**config.mk**
```make
export PLATFORM = sky130hd
export DESIGN_NAME = eeprom_cfg_loader
export DESIGN_NICKNAME = d
export VERILOG_FILES = /design/src/rtl/eep_loader_pkg.sv /design/src/rtl/eep_word_packer.sv /design/src/rtl/eeprom_cfg_loader.sv
export SDC_FILE = /design/constraint.sdc
export NUM_CORES = 1
export LEC_CHECK = 0
export ABC_AREA = 1
export CAP_MARGIN = 15
export CORE_ASPECT_RATIO = 1.4
export CORE_MARGIN = 2
export CORE_UTILIZATION = 54
export DETAILED_ROUTE_END_ITERATION = 8
export PLACE_DENSITY = 0.81
export SETUP_SLACK_MARGIN = 0.2
export SLEW_MARGIN = 40
export SYNTH_ARGS = -nofsm -noshare
export SYNTH_HDL_FRONTEND = slang
export SYNTH_SLANG_ARGS = --single-unit
```
**constraint.sdc**
```tcl
create_clock -name OPB_CLK -period 3.8 [get_ports OPB_CLK]
set_input_delay 0.76 -clock OPB_CLK [delete_from_list [all_inputs] [get_ports OPB_CLK]]
set_output_delay 0.76 -clock OPB_CLK [all_outputs]
set_load 0.05 [all_outputs]
```
**src/rtl/eep_loader_pkg.sv**
```systemverilog
// Shared types and command-word layout for the EEPROM configuration loader.
package eep_loader_pkg;

  typedef enum logic [2:0] {
    IDLE,
    ISSUE,
    GUARD,
    POLL,
    STORE,
    FIN
  } state_e;

  localparam int INST_MSB = 31;
  localparam int INST_LSB = 28;
  localparam int ADDR_MSB = 23;
  localparam int ADDR_LSB = 8;
  localparam int DONE_BIT = 31;

  localparam logic [3:0] RD_INST_DEF = 4'h3;

  function automatic logic [31:0] rd_cmd(input logic [3:0] inst, input logic [15:0] addr);
    logic [31:0] c;
    c = '0;
    c[INST_MSB:INST_LSB] = inst;
    c[ADDR_MSB:ADDR_LSB] = addr;
    return c;
  endfunction

endpackage

```
**src/rtl/eep_word_packer.sv**
```systemverilog
// Little-endian byte-to-word packer with optional running checksum
// (checksum built only when EEP_LOADER_CHKSUM_EN is defined).
module eep_word_packer (
  input  logic        clk,
  input  logic        rst_n,
  input  logic        clr,
  input  logic        ins,
  input  logic        flush,
  input  logic [1:0]  lane,
  input  logic [7:0]  byte_in,
  output logic [31:0] word_o,
  output logic        chk_fail_o
);

  logic [31:0] buf_q, buf_d;

  // word_o is the buffer with the incoming byte merged in; a flushed word
  // leaves the buffer empty so unfilled lanes of the next word read as 0.
  always_comb begin
    word_o = buf_q;
    word_o[{lane, 3'b000} +: 8] = byte_in;
    buf_d = buf_q;
    if (clr) begin
      buf_d = '0;
    end else if (ins) begin
      buf_d = flush ? '0 : word_o;
    end
  end

  always_ff @(posedge clk) begin
    if (!rst_n) begin
      buf_q <= '0;
    end else begin
      buf_q <= buf_d;
    end
  end

`ifdef EEP_LOADER_CHKSUM_EN
  logic [7:0] sum_q, sum_d;

  always_comb begin
    sum_d = sum_q;
    if (clr) begin
      sum_d = '0;
    end else if (ins) begin
      sum_d = sum_q + byte_in;
    end
  end

  always_ff @(posedge clk) begin
    if (!rst_n) begin
      sum_q <= '0;
    end else begin
      sum_q <= sum_d;
    end
  end

  assign chk_fail_o = (sum_q != 8'd0);
`else
  assign chk_fail_o = 1'b0;
`endif

endmodule

```
**src/rtl/eeprom_cfg_loader.sv**
```systemverilog
// Boot-time EEPROM block reader that packs bytes into 32-bit config words.
// Optional block checksum check enabled by defining EEP_LOADER_CHKSUM_EN.
module eeprom_cfg_loader
  import eep_loader_pkg::*;
#(
  parameter logic [3:0] RD_INST     = RD_INST_DEF,
  parameter int         TIMEOUT_CYC = 100000,
  parameter int         GUARD_CYC   = 2
) (
  input  logic        OPB_CLK,
  input  logic        OPB_RST_N,
  input  logic        START,
  input  logic [15:0] BASE_ADDR,
  input  logic [9:0]  BYTE_CNT,
  output logic        BUSY,
  output logic        DONE,
  output logic        ERR,
  output logic        CHK_ERR,
  output logic [31:0] EEP_DI,
  output logic        EEP_WE,
  output logic        EEP_RE,
  input  logic [31:0] EEP_DO,
  output logic        WR_EN,
  output logic [7:0]  WR_ADDR,
  output logic [31:0] WR_DATA
);

  localparam logic [19:0] TMO_LAST   = 20'(TIMEOUT_CYC - 1);
  localparam logic [2:0]  GUARD_LAST = 3'(GUARD_CYC - 1);

  state_e      state_q, state_d;
  logic [15:0] base_q, base_d;
  logic [9:0]  cnt_q, cnt_d;
  logic [9:0]  idx_q, idx_d;
  logic [19:0] tmo_q, tmo_d;
  logic [2:0]  guard_q, guard_d;
  logic        busy_q, busy_d, done_q, done_d, err_q, err_d, chk_err_q, chk_err_d;
  logic        eep_we_q, eep_we_d, eep_re_q, eep_re_d, wr_en_q, wr_en_d;
  logic [31:0] eep_di_q, eep_di_d, wr_data_q, wr_data_d;
  logic [7:0]  wr_addr_q, wr_addr_d;

  logic        pk_clr, pk_ins, pk_flush, pk_chk_fail, is_last;
  logic [31:0] pk_word;
  logic        unused_do;

  assign unused_do = &{1'b0, EEP_DO[30:8]};
  assign is_last   = (idx_q == cnt_q - 10'd1);

  eep_word_packer u_packer (
    .clk       (OPB_CLK),
    .rst_n     (OPB_RST_N),
    .clr       (pk_clr),
    .ins       (pk_ins),
    .flush     (pk_flush),
    .lane      (idx_q[1:0]),
    .byte_in   (EEP_DO[7:0]),
    .word_o    (pk_word),
    .chk_fail_o(pk_chk_fail)
  );

  // Outputs are derived from the next state so every port comes straight off a flop.
  always_comb begin
    state_d   = state_q;
    base_d    = base_q;
    cnt_d     = cnt_q;
    idx_d     = idx_q;
    tmo_d     = tmo_q;
    guard_d   = guard_q;
    err_d     = err_q;
    chk_err_d = chk_err_q;
    wr_en_d   = 1'b0;
    wr_addr_d = wr_addr_q;
    wr_data_d = wr_data_q;
    eep_di_d  = eep_di_q;
    pk_clr    = 1'b0;
    pk_ins    = 1'b0;
    pk_flush  = 1'b0;

    case (state_q)
      IDLE: begin
        if (START) begin
          err_d     = 1'b0;
          chk_err_d = 1'b0;
          pk_clr    = 1'b1;
          if (BYTE_CNT != 10'd0) begin
            base_d  = BASE_ADDR;
            cnt_d   = BYTE_CNT;
            idx_d   = '0;
            tmo_d   = '0;
            state_d = ISSUE;
          end else begin
            state_d = FIN;
          end
        end
      end
      ISSUE: begin
        guard_d = '0;
        state_d = GUARD;
      end
      GUARD: begin
        if (guard_q == GUARD_LAST) begin
          tmo_d   = '0;
          state_d = POLL;
        end else begin
          guard_d = guard_q + 3'd1;
        end
      end
      POLL: begin
        if (EEP_DO[DONE_BIT]) begin
          pk_ins    = 1'b1;
          pk_flush  = (idx_q[1:0] == 2'd3) || is_last;
          wr_en_d   = pk_flush;
          wr_addr_d = idx_q[9:2];
          wr_data_d = pk_word;
          state_d   = STORE;
        end else if (tmo_q == TMO_LAST) begin
          err_d   = 1'b1;
          state_d = FIN;
        end else begin
          tmo_d = tmo_q + 20'd1;
        end
      end
      STORE: begin
        if (is_last) begin
          chk_err_d = pk_chk_fail;
          state_d   = FIN;
        end else begin
          idx_d   = idx_q + 10'd1;
          tmo_d   = '0;
          state_d = ISSUE;
        end
      end
      FIN:     state_d = IDLE;
      default: state_d = IDLE;
    endcase

    busy_d   = state_d inside {ISSUE, GUARD, POLL, STORE};
    done_d   = (state_d == FIN);
    eep_we_d = (state_d == ISSUE);
    eep_re_d = (state_d == POLL);
    if (state_d == ISSUE) begin
      eep_di_d = rd_cmd(RD_INST, base_d + {6'd0, idx_d});
    end
  end

  always_ff @(posedge OPB_CLK) begin
    if (!OPB_RST_N) begin
      state_q   <= IDLE;
      base_q    <= '0;
      cnt_q     <= '0;
      idx_q     <= '0;
      tmo_q     <= '0;
      guard_q   <= '0;
      busy_q    <= 1'b0;
      done_q    <= 1'b0;
      err_q     <= 1'b0;
      chk_err_q <= 1'b0;
      eep_we_q  <= 1'b0;
      eep_re_q  <= 1'b0;
      eep_di_q  <= '0;
      wr_en_q   <= 1'b0;
      wr_addr_q <= '0;
      wr_data_q <= '0;
    end else begin
      state_q   <= state_d;
      base_q    <= base_d;
      cnt_q     <= cnt_d;
      idx_q     <= idx_d;
      tmo_q     <= tmo_d;
      guard_q   <= guard_d;
      busy_q    <= busy_d;
      done_q    <= done_d;
      err_q     <= err_d;
      chk_err_q <= chk_err_d;
      eep_we_q  <= eep_we_d;
      eep_re_q  <= eep_re_d;
      eep_di_q  <= eep_di_d;
      wr_en_q   <= wr_en_d;
      wr_addr_q <= wr_addr_d;
      wr_data_q <= wr_data_d;
    end
  end

  assign BUSY    = busy_q;
  assign DONE    = done_q;
  assign ERR     = err_q;
  assign CHK_ERR = chk_err_q;
  assign EEP_DI  = eep_di_q;
  assign EEP_WE  = eep_we_q;
  assign EEP_RE  = eep_re_q;
  assign WR_EN   = wr_en_q;
  assign WR_ADDR = wr_addr_q;
  assign WR_DATA = wr_data_q;

endmodule

```
# Word level (Yosys, flattened, before mapping)
# Cells that the tools add are included.
[word_totals] reg_bits=158 in_bits=61 output_inout_bits=79 wordCells=100
[op_classes] add_sub_neg=6 eq_ne=22 n_shift=2 muxes=37 bitwise=1 n_reduce_logical=15
[op_table] cell="20-bit 2-to-1 mux" count=6
[op_table] cell="20-bit case mux with 4 select lines" count=1
[op_table] cell="16-bit 2-to-1 mux" count=3
[op_table] cell="32-bit bitwise mux" count=1
[op_table] cell="32-bit 2-to-1 mux" count=1
[op_table] cell="8-bit by 7-bit variable shift with 32-bit output, first input constant" count=1
[op_table] cell="8-bit by 7-bit indexed part select with 32-bit output" count=1
[op_table] cell="10-bit 2-to-1 mux" count=3
[op_table] cell="3-bit 2-to-1 mux" count=7
[op_table] cell="20-bit by 1-bit adder with 20-bit output, second input constant" count=1
[op_table] cell="20-bit by 17-bit equality test with 1-bit output, second input constant" count=1
[op_table] cell="10-bit case mux with 2 select lines" count=1
[op_table] cell="2-bit != test, second input constant" count=9
[op_table] cell="16-bit by 10-bit adder with 16-bit output" count=1
[op_table] cell="3-bit case mux with 5 select lines" count=1
[op_table] cell="3-bit by 2-bit equality test with 1-bit output, second input constant" count=4
[op_table] cell="10-bit by 1-bit adder with 10-bit output, second input constant" count=1
[op_table] cell="10-bit equality test" count=1
[op_table] cell="1-bit 2-to-1 mux" count=10
[op_table] cell="10-bit nonzero test" count=1
[op_table] cell="10-bit by 1-bit subtractor with 10-bit output, second input constant" count=1
[op_table] cell="3-bit by 1-bit equality test with 1-bit output, second input constant" count=3
[op_table] cell="3-bit equality test, second input constant" count=3
[op_table] cell="4-bit nonzero test" count=2
[op_table] cell="other kinds (14)" count=19

# Longest topological paths before layout
[logic_depth] word_depth=6 depth_mapped=29 mapped_depth_nobuf=28

# Hierarchy
# Synthesis repeated with hierarchy kept, for this count alone.
[hier_totals] cells_unflattened=1292 hier_area_um2=8582.0
[modules_own_cells] module="eeprom_cfg_loader" n_inst=1 cells_per_inst=1007 area_per_inst_um2=6754.0 seq_area_each_um2=2522.4
[modules_own_cells] module="eep_word_packer" n_inst=1 cells_per_inst=285 area_per_inst_um2=1828.0 seq_area_each_um2=640.6

# Worst setup path after synthesis
# Ideal clock, no wire load.
[synth_path] kind="input to register" start="input port BYTE_CNT[4]" end="register eep_di_q[22], in the netlist EEP_DI[22]" setup_ns=0.109 t_arrival_ns=3.109 t_required_ns=3.691 setup_slack_ns=0.582 cell_stages=19 path_buffers=2 path_cell_list="nor2_1 -> nand3_1 -> nor2_1 -> nor2_2 -> buf_4 -> buf_2 -> or2_2 -> o21ai_1 -> inv_1 -> ha_1 -> fa_1 -> nand3_1 -> nand4_1 -> nand3_1 -> nand2_1 -> nand2_1 -> nand2_1 -> nand2_1 -> inv_1"
[synth_between] elab_chain_len=5 elab_cells_between_ends=12 cone_classes="1 x add/sub; 1 x eq/ne; 9 x mux; 1 x reduce/logical"
[synth_lines] item="from (decl)" line="eeprom_cfg_loader.sv:14" rtl="input logic [9:0] BYTE_CNT,"
[synth_lines] item="10-bit nonzero test" line="eeprom_cfg_loader.sv:85" rtl="if (BYTE_CNT != 10'd0) begin"
[synth_lines] item="16-bit 2-to-1 mux" line="eeprom_cfg_loader.sv:85"
[synth_lines] item="16-bit 2-to-1 mux" line="eeprom_cfg_loader.sv:81" rtl="if (START) begin"
[synth_lines] item="16-bit 2-to-1 mux" line="eeprom_cfg_loader.sv:79" rtl="case (state_q)"
[synth_lines] item="via base_d[0]" line="eeprom_cfg_loader.sv:32" rtl="logic [15:0] base_q, base_d;"
[synth_lines] item="16-bit by 10-bit adder with 16-bit output" line="eeprom_cfg_loader.sv:142" rtl="eep_di_d = rd_cmd(RD_INST, base_d + {6'd0, idx_d});"
[synth_lines] item="to (signal assigned)" line="eeprom_cfg_loader.sv:177" rtl="eep_di_q <= eep_di_d;"
[synth_lines] item="to (decl)" line="eeprom_cfg_loader.sv:39" rtl="logic [31:0] eep_di_q, eep_di_d, wr_data_q, wr_data_d;"
# The timed path passes the listed nets, and every way through them passes these cells.
# A chain may end at the register's enable or synchronous reset.

# Worst setup path in the final report
[layout_path] start="register cnt_q[0]" end="register eep_di_q[20], in the netlist EEP_DI[20]"
[layout_between] elab_chain_len=5 elab_cells_between_ends=8 cone_classes="2 x add/sub; 2 x eq/ne; 4 x mux"
[layout_lines] item="from (decl)" line="eeprom_cfg_loader.sv:33" rtl="logic [9:0] cnt_q, cnt_d;"
[layout_lines] item="from (signal assigned)" line="eeprom_cfg_loader.sv:167" rtl="cnt_q <= cnt_d;"
[layout_lines] item="10-bit by 1-bit subtractor with 10-bit output" line="eeprom_cfg_loader.sv:47" rtl="assign is_last = (idx_q == cnt_q - 10'd1);"
[layout_lines] item="10-bit equality test" line="eeprom_cfg_loader.sv:47"
[layout_lines] item="10-bit 2-to-1 mux" line="eeprom_cfg_loader.sv:124" rtl="if (is_last) begin"
[layout_lines] item="10-bit case mux with 2 select lines" line="eeprom_cfg_loader.sv:79"
[layout_lines] item="via idx_d[0]" line="eeprom_cfg_loader.sv:34" rtl="logic [9:0] idx_q, idx_d;"
[layout_lines] item="16-bit by 10-bit adder with 16-bit output" line="eeprom_cfg_loader.sv:142"
# The timed path passes the listed nets, and every way through them passes these cells.

==> results.yml <==
floorplanning:
  die_width_um: 110
  fp.coreArea_sq_mm: 0.0155
  num_rows: 54
  num_io_pins: 140
  floorplan.initialDensity_pct: 54.6
  floorplan.die.height_um: 152
  die_footprint_sq_mm: 0.0167
critical_path:
  cp-start-kind: "register"
  reg2reg_depth: 23
  cp-end-kind: "register"
  critPathMaxFanout: 5
  critical_path_arrival_ns: 3.65
  critical_path_class: "reg -> reg"
  critPathRequiredTime_ns: 4.12
clock_tree:
  cts_inserted_buffers: 17
  cts_sinks: 157
  cts.root.buffer_cell: "clkbuf_16"
  clock_tree.htree_level_count: 4
  cts_tree: "yes"
  cts.reportedPaths.clkPinSlew_ns: 0.06
  clock_latency_reported_for_the_late_side_of_the_worst_skew_pair_ns: 0.43
  holdBufCountCts: 0
  max_buffers_root_to_sink: 2
place:
  detailedPlace.worstSlack_ns: -0.107
  hpwl_detailed_um: 15300
  place.detailed.instances: 1536
  placedInstanceArea_sq_mm: 0.00980
  port-buffer-count: 101
  place.gp.congestion: 0.956
final_layout:
  final_net_count: 1443
  finalNonFillerCells: 1570
  num-fill-cells: 1351
  final_util_pct: 67.7
  post_route_cells_drive_above_1_share_pct: 11.1
  mostFrequentLayoutCells: "276 x nand2_1, 156 x dfxtp_1, 154 x nor2_1"
  layout.cells.most_common: "nand2_1"
  synthToLayoutAreaGrowth_pct: 23.9
  antennaDiodeCount: 0
  finish.instance_area_sq_mm: 0.0105
power_and_ir_drop:
  power_frac_clock_pct: 31.0
  power_density_mw_per_mm2: 535
  finalPower_mw: 5.60
  swShare_pct: 37.9
  power.share.sequential_pct: 33.9
  worst_vdd_rail_ir_drop_mv: 0.434
  share_comb_of_total_power_pct: 35.1
  power.net_switching_mw: 2.13
  internal_power_mw: 3.48
  power.static_leakage_nw: 4.32
sta:
  hold_viol_final: 0
  layout_setup_ws_ns: 0.472
  layout_worst_path_cycle_share_pct: 87.6
  finalMaxSlewViolations: 0
  max_slew.worst_pin.slew_ns: 0.807
  maxClockFrequency_ghz: 0.300
  report.final.setup_viol: 0
  setup_total_negative_slack_ns: 0
  timing.hold.ws_ns: 0.459
  timing.clock.skew_ns: 0.00776
  final.min_clock_period_ns: 3.33
  grt_setup_unrepaired: "false"
  worst_slew_margin_rel_pct: 46.2
synthesis:
  syn_area_per_cell_sq_um: 6.78
  syn-instance-count: 1246
  yosys_warnings: 0
  netlist.top_cell.by_area: "dfxtp_1"
  yosys-top-cells-area: "dfxtp_1 37%, nand2_1 12%, a21oi_1 7.3%"
  fraction_of_synthesized_cell_area_taken_by_the_top_area_cell_type_pct: 37.2
  ys_ff_latch: 157
  synth.lib_cells_used.distinct: 44
  synth_area_sq_mm: 0.00845
  synth-seq-area-share_pct: 37.2
detailed_routing:
  drt_pre_antenna_iters: 7
  drt_iter0_drc: 667
  vias_per_cell: 5.41
  wl_per_cell_um: 14.2
  ant_nets: 0
  drt_drc_violations_left: 0
  wire_length_reported_by_the_detailed_router_um: 22200
  routed-via-count: 8495
global_routing:
  grt_antenna_before_repair: 0
  pin_count_of_the_biggest_net_entering_global_routing: 84
  wire_length_of_the_first_global_routing_pass_um: 36100
  grt_pass1_vias: 7982
  grt_use_total_pct: 26.7
  grt.overflow.total: 0
run_status:
  status: "finished, final reports clean"
run:
  drv_cap: 0
min_path:
  worstHoldPathCells: 2
  min_path_type: "reg -> reg"
-- sequential cells by signal, summed over array words and instances (netlist names) --
signal          flops
EEP_WE              1
EEP_RE              1
ERR                 1
WR_DATA            32
state_q             3
EEP_DI             17
idx_q              10
guard_q             3
WR_ADDR             8
DONE                1
tmo_q              20
base_q             16
WR_EN               1
u_packer.buf_q     32
BUSY                1
cnt_q              10
-- path summary, 6_finish.rpt --
| check | endpoint | start | slack (ns) |
|---|---|---|---|
| max | EEP_DI[20]$_SDFFE_PN0P_ | cnt_q[0]$_SDFFE_PN0P_ | 0.47 |
| min | ERR$_SDFFE_PN0P_ | ERR$_SDFFE_PN0P_ | 0.46 |
| max reg2reg | EEP_DI[20]$_SDFFE_PN0P_ | cnt_q[0]$_SDFFE_PN0P_ | 0.47 |
| min reg2reg | ERR$_SDFFE_PN0P_ | ERR$_SDFFE_PN0P_ | 0.46 |
-- layout make-up --
class | instances | area (sq um) | area share [%]
multi-input combinational | 910 | 4600 | 43.9
sequential | 157 | 3140 | 30.0
timing repair buffer | 156 | 1440 | 13.7
inverter | 119 | 447 | 4.27
clock buffer | 19 | 443 | 4.23
tap | 196 | 245 | 2.34
clock inverter | 13 | 156 | 1.49
-- power by group through the flow --
stage | clock network [mW] | registers [mW] | logic (mW)
after floorplan | 0 | 2.22 | 1.07
after global placement | 0 | 1.93 | 1.88
after detailed placement | 0 | 1.93 | 1.90
after CTS | 1.75 | 1.90 | 1.92
after global routing | 1.82 | 1.92 | 2.16
final | 1.74 | 1.90 | 1.97
-- worst max-delay path, stage by stage, from the launching register on --
cell     delay (ns)
dfxtp_2        0.38
inv_2          0.08
ha_4           0.18
nand2_2        0.12
nand2_1        0.06
nand2_1        0.05
nand2_1        0.06
a21oi_2        0.15
nand2_1        0.11
nor2_4         0.15
nand3_2        0.11
nand2_1        0.08
nand2_1        0.05
o21ai_0        0.09
buf_4          0.15
inv_1          0.08
ha_2           0.20
fa_2           0.40
nand3_1        0.10
nand4_1        0.23
nand2_1        0.15
nand2_1        0.05
a21oi_1        0.15
nor2_1         0.06
-- metal layers --
layer / track usage [%] / up-vias / share of wire (%)
li1: - / 4259 / -
met5: 0 / - / 0
met2: 47.1 / 295 / 51
met3: 5.83 / 49 / 5.8
met1: 31.0 / 3892 / 41
met4: 9.70 / 0 / 2.6
-- Yosys cell counts --
| master | n |
|---|---|
| xor2_1 | 23 |
| xnor2_1 | 14 |
| nor2_4 | 5 |
| and3_1 | 1 |
| nor2_2 | 5 |
| nor3_1 | 19 |
| buf_4 | 19 |
| buf_1 | 3 |
| clkbuf_1 | 41 |
| a21o_1 | 2 |
| and2_1 | 2 |
| fa_1 | 1 |
| o22ai_1 | 8 |
| nand2_2 | 7 |
| ha_1 | 20 |
| nand4_1 | 36 |
| a211oi_2 | 1 |
| conb_1 | 1 |
| nand2b_1 | 1 |
| a21oi_2 | 1 |
| nand4_4 | 1 |
| nand3b_1 | 3 |
| a22oi_1 | 16 |
| buf_2 | 10 |
| nand3_1 | 96 |
| buf_6 | 2 |
| a31oi_1 | 2 |
| nor3_2 | 1 |
| nor3b_1 | 2 |
| or2_0 | 1 |
| o21bai_1 | 1 |
| o21ai_2 | 1 |
| dfxtp_1 | 157 |
| clkinv_1 | 3 |
| inv_2 | 11 |
| nor2_1 | 158 |
| nand3_2 | 3 |
| o21ai_0 | 32 |
| or2_2 | 13 |
| o21ai_1 | 13 |
| nor4_1 | 4 |
| inv_1 | 105 |
| a21oi_1 | 123 |
| nand2_1 | 278 |
-- logic make-up (layout without fill, tap and decap cells) --
family	count (synthesis)	in the layout	synth area share [%]
xor+xnor	37	37	3.84
compound gates	200	200	12.7
flops	157	157	37.2
other cells	1	15	0.0444
fa+ha+maj	21	21	3.20
buf+inv	194	307	9.79
simple gates	636	637	33.2
-- what timing repair did --
| action | CTS | global route |
|---|---|---|
| buffers inserted | 0 | 1 |
| endpoints found under the hold margin | 0 | 0 |
| gates resized for setup | 0 | 23 |
| endpoints found under the setup margin | 0 | 11 |
No activity file was read; power rests on OpenSTA's default activity.
